==> src/rtl/alu_arb.sv <==
// alu_arb: round-robin arbiter sharing one external ALU between two requesters,
// one operation in flight, with a registered result and condition-code register.
module alu_arb #(
    parameter int DATA_WID = 64
) (
    input  logic                clk,
    input  logic                rst,
    input  logic                req0_valid,
    output logic                req0_ready,
    input  logic [1:0]          req0_fun,
    input  logic [DATA_WID-1:0] req0_a,
    input  logic [DATA_WID-1:0] req0_b,
    input  logic                req0_setcc,
    input  logic                req1_valid,
    output logic                req1_ready,
    input  logic [1:0]          req1_fun,
    input  logic [DATA_WID-1:0] req1_a,
    input  logic [DATA_WID-1:0] req1_b,
    input  logic                req1_setcc,
    output logic                rsp0_valid,
    input  logic                rsp0_ready,
    output logic                rsp1_valid,
    input  logic                rsp1_ready,
    output logic [DATA_WID-1:0] rsp_valE,
    output logic [1:0]          ALUfun,
    output logic [DATA_WID-1:0] ALUA,
    output logic [DATA_WID-1:0] ALUB,
    input  logic [DATA_WID-1:0] valE,
    input  logic [3:0]          CC,
    output logic [3:0]          cc_out
);
    typedef enum logic [1:0] {IDLE, ISSUE, RESP} state_t;
    state_t              state_q, state_d;
    logic                prio_q, prio_d, owner_q, owner_d, setcc_q, setcc_d;
    logic [1:0]          fun_q, fun_d;
    logic [DATA_WID-1:0] a_q, a_d, b_q, b_d, res_q, res_d;
    logic [3:0]          cc_q, cc_d;
    logic                gnt0, gnt1, acc, rsp_hs;
    // prio only breaks ties; a lone valid requester always wins
    assign gnt0       = req0_valid & (~req1_valid | ~prio_q);
    assign gnt1       = req1_valid & (~req0_valid | prio_q);
    assign req0_ready = ~rst & (state_q == IDLE) & gnt0;
    assign req1_ready = ~rst & (state_q == IDLE) & gnt1;
    assign rsp0_valid = ~rst & (state_q == RESP) & ~owner_q;
    assign rsp1_valid = ~rst & (state_q == RESP) & owner_q;
    assign acc        = req0_ready | req1_ready;
    assign rsp_hs     = owner_q ? rsp1_ready : rsp0_ready;
    assign ALUfun     = fun_q;
    assign ALUA       = a_q;
    assign ALUB       = b_q;
    assign rsp_valE   = res_q;
    assign cc_out     = cc_q;
    always_comb begin
        state_d = state_q;
        prio_d  = prio_q;
        owner_d = owner_q;
        setcc_d = setcc_q;
        fun_d   = fun_q;
        a_d     = a_q;
        b_d     = b_q;
        res_d   = res_q;
        cc_d    = cc_q;
        case (state_q)
            IDLE: if (acc) begin
                state_d = ISSUE;
                owner_d = req1_ready;
                prio_d  = ~req1_ready;
                fun_d   = req1_ready ? req1_fun   : req0_fun;
                a_d     = req1_ready ? req1_a     : req0_a;
                b_d     = req1_ready ? req1_b     : req0_b;
                setcc_d = req1_ready ? req1_setcc : req0_setcc;
            end
            ISSUE: begin
                state_d = RESP;
                res_d   = valE;
                cc_d    = setcc_q ? CC : cc_q;
            end
            RESP: state_d = rsp_hs ? IDLE : RESP;
            default: state_d = IDLE;
        endcase
    end
    always_ff @(posedge clk or posedge rst) begin
        if (rst) begin
            state_q <= IDLE;
            prio_q  <= 1'b0;
            owner_q <= 1'b0;
            setcc_q <= 1'b0;
            fun_q   <= '0;
            a_q     <= '0;
            b_q     <= '0;
            res_q   <= '0;
            cc_q    <= '0;
        end else begin
            state_q <= state_d;
            prio_q  <= prio_d;
            owner_q <= owner_d;
            setcc_q <= setcc_d;
            fun_q   <= fun_d;
            a_q     <= a_d;
            b_q     <= b_d;
            res_q   <= res_d;
            cc_q    <= cc_d;
        end
    end
endmodule

==> config.mk <==
export PLATFORM = sky130hd
export DESIGN_NAME = alu_arb
export DESIGN_NICKNAME = d
export VERILOG_FILES = /design/src/rtl/alu_arb.sv
export SDC_FILE = /design/constraint.sdc
export NUM_CORES = 1
export LEC_CHECK = 0
export CAP_MARGIN = 5
export CORE_AREA = 2 2 212 214
export DETAILED_ROUTE_END_ITERATION = 8
export DIE_AREA = 0 0 214 216
export GPL_TIMING_DRIVEN = 0
export HOLD_SLACK_MARGIN = 0.12
export PLACE_DENSITY_LB_ADDON = 0.08
export SLEW_MARGIN = 5
export SYNTH_ARGS = -nofsm -noshare
export SYNTH_HDL_FRONTEND = slang
export SYNTH_SLANG_ARGS = --single-unit
export TNS_END_PERCENT = 100
==> constraint.sdc <==
create_clock -name clk -period 6.97 [get_ports clk]
set_clock_uncertainty 0.1 [all_clocks]
set_input_delay 1.7425 -clock clk [delete_from_list [all_inputs] [get_ports clk]]
set_output_delay 1.7425 -clock clk [all_outputs]
set_load 0.01 [all_outputs]
==> impl_metrics.yaml, run 1 <==
die:
  placement_rows: 77
  floorplan.initialDensity_pct: 23.5
  dieArea_um2: 46200
  io_pins: 538
  area_of_the_core_um2: 43800
  dieHeight_um: 216
  floorplan.die.width_um: 214
yosys:
  synth_fp_nets: 1276
  post_synth.cell_area_avg_um2: 11.0
  yosysMostFrequentCell: "dfrtp_1"
  ys_seq_area_share_pct: 49.3
  ffs_w_async_s_r_synth_pct: 100
  synth_commonest_cells: "dfrtp_1, nand2_1, o211ai_1, o22a_1, o31a_1"
  syn-cell-area_um2: 10300
  synth.top_cell.area_share_pct: 49.3
  warnings_synthesis: 0
  postSynth.topFlopCell: "dfrtp_1"
  netlist-cell-type-count: 30
  synthCells: 940
  synth-edff-count: 0
  yosysTopAreaCell: "dfrtp_1"
  postSynthRegisterBits: 203
  netlist_top_cells_area: "dfrtp_1, o22a_1, o31a_1, o211ai_1, mux2_2"
clock_network:
  clock-root-buffer: "clkbuf_16"
  postCtsResizedCells: 0
  hold_buffers: 0
  clk_path_buf_depth: 3
  cts.sink_count: 203
  cts_buf_count: 27
  post_cts_buffers: 0
  cts_tree: "yes"
  clk_pin_slew_worst_paths_ps: 50
  clk_latency_ps: 570
  htree_levels: 1
routing:
  drc: 0
  drtAntennaViolNets: 0
  number_of_vias_per_cell_after_detailed_routing: 4.87
  iter_0_drt_violations: 602
  post_drt_wl_per_cell_um: 23.4
  postRouteWirelength_um: 49800
  drt_pass1_iterations: 5
  num_vias: 10300
final_layout:
  post_synthesis_to_final_layout_area_growth_pct: 69.1
  num-nets-final: 1848
  final_cells: 2124
  n_fill_cell: 4439
  final_layout_size_suffix_gt1_share_pct: 9.56
  final_core_utilization_pct: 39.7
power:
  p_leak_nw: 6.40
  power_per_cell_area_nw_per_um2: 399
  vdd_ir_drop_max_mv: 0.200
  power.total_mw: 6.94
timing:
  clock.fmax_ghz: 0.165
  timing.final.hold_violations: 0
  timing.max_slew.rel_slack_pct: 36.0
  report.final.slew_viol_count: 0
  post-route-min-period_ps: 6060
  layout_worst_path_cycle_share_pct: 87.0
  setup_viol: 0
  setup_total_negative_slack_ps: 0
  grt_setup_unrepaired: "false"
  final_critical_path_setup_slack_ps: 910
  worstMarginPinSlew_ps: 959
placed_design:
  port_buffers: 536
  dpl_worst_slack_ps: 783
  post-dp-hpwl_um: 37100
  finalWeightedCongestion: 0.812
  numPlacedInstances: 2075
worst_hold_path:
  hp-class: "register to register"
  whs_path_depth: 1
critical_path:
  worst_ep_arrival_time_ps: 4220
  timing.critical_path.cells: "clkdlybuf4s50_1 -> nor2b_1 -> clkbuf_1 -> clkbuf_1 -> nor3_1 -> clkdlybuf4s50_1"
  crit_slowest_cell: "clkbuf_1"
  regToRegSetupSlack_ps: 4120
  reg2reg_depth: 5
  timing.critical_path.fanout_max: 10
  endpoint_kind: "output port"
  worst_path_largest_cell_delay_ps: 680
  cp.required_ps: 5130
  path_class: "input port to output port"
  timing.critical_path.from_type: "input port"
global_route:
  globalRouteTotalUtil_pct: 20.9
  gr-usage-met1_pct: 25.7
  globalRouteMet3Util_pct: 7.65
  global_route_wire_length_before_repair_um: 73500
  via_count_of_the_first_global_routing_pass: 11000
  initial_antenna_violation_count: 11
  top_usage_layer: "met2"
  grt_overflow_total: 0
  pin_count_of_the_biggest_net_entering_global_routing: 34
  global_route.usage.met2_pct: 34.9
run_status:
  status: "finished, final reports clean"
flow_run:
  max-cap-violations: 0
[cell usage in the layout (no fill, tap or decap), drive strengths merged]
master         Yosys  final
nor4b              1      1
nand2            133    133
nor2b              1      1
nand2b             2      2
nor2               1      1
dfrtp            203    203
o22a             130    130
o211a              1      1
buf               33     40
o31a             130    130
mux2i              1      1
o21ai              1      1
nor3               2      2
o31ai              1      1
diode              0      5
a21oi              1      1
or3                1      1
clkinvlp           0      1
nand3b             2      2
or2                1      1
and2               1      1
nor4bb             1      1
o211ai           130    130
clkbuf            91    133
a2bb2oi            1      1
inv                2      2
clkdlybuf4s50      0    536
and3               1      1
clkinv             0      1
mux2              68     68
[power by group]
group	leakage, nW	switching (mW)	internal (mW)
sequential	2.25	0.341	1.78
clock	0.418	0.572	0.802
combinational	3.73	1.54	1.90
[metrics by stage]
stage | hold WS (ps) | area, um2
after floorplan | 382 | 10300
after global placement | 387 | 16400
after detailed placement | 391 | 16600
after CTS | 406 | 17400
after global routing | 414 | 17400
final | 402 | 17400
[sequential cells by signal, indices dropped and copies added (netlist names)]
name and count:
rsp_valE 64, state_q 2, ALUB 64, cc_out 4, ALUA 64, ALUfun 2, owner_q 1, setcc_q 1
prio_q 1
[per-layer routing]
layer | part of all wire (%) | wire, um
met4 | 1.7 | 861
met2 | 48 | 23900
met1 | 41 | 20500
met3 | 8.9 | 4420
met5 | 0.15 | 77
[area by class of cell]
| cell class | count | area [um2] | area share [%] |
|---|---|---|---|
| Buffer | 124 | 553 | 3.18 |
| Timing Repair Buffer | 543 | 5510 | 31.6 |
| Inverter | 2 | 11.3 | 0.0647 |
| Multi-Input combinational cell | 611 | 4660 | 26.8 |
| Sequential cell | 203 | 5080 | 29.2 |
| Antenna cell | 5 | 12.5 | 0.0718 |
| Clock buffer | 42 | 822 | 4.72 |
| Clock inverter | 2 | 25.0 | 0.144 |
| Tap cell | 592 | 741 | 4.25 |
[cell families (layout without fill, tap and decap cells)]
family                 after synthesis  count (layout)  share of synthesized area (%)
AOI/OAI and AO/OA                  395             395                           31.9
DFF                                203             203                           49.3
and+or+nand+nor                    147             147                           5.78
buffers and inverters              126             713                           5.44
muxes                               69              69                           7.53
other                                0               5                              0
[final timing paths]
kind,startpoint,endpoint
max,req0_valid,req1_ready
min,rsp_valE[36]$_DFFE_PP0N_,rsp_valE[36]$_DFFE_PP0N_
max reg2reg,state_q[0]$_DFFE_PP0P_,ALUB[3]$_DFFE_PP0P_
min reg2reg,rsp_valE[36]$_DFFE_PP0N_,rsp_valE[36]$_DFFE_PP0N_
max in group asynchronous,rst,ALUB[52]$_DFFE_PP0P_
min in group asynchronous,rst,state_q[0]$_DFFE_PP0P_
[critical path: cells and delay by family]
family,cells,cell delay (ps)
buffers and inverters,4,2200
and+or+nand+nor,2,270
Note: power is estimated with default switching activity, not from simulation.
==> run 2: changes to the inputs <==
GPL_ROUTABILITY_DRIVEN = 1   (was not set)
==> results of run 2 <==
Final layout, timing and power as in run 1 (identical DEF).
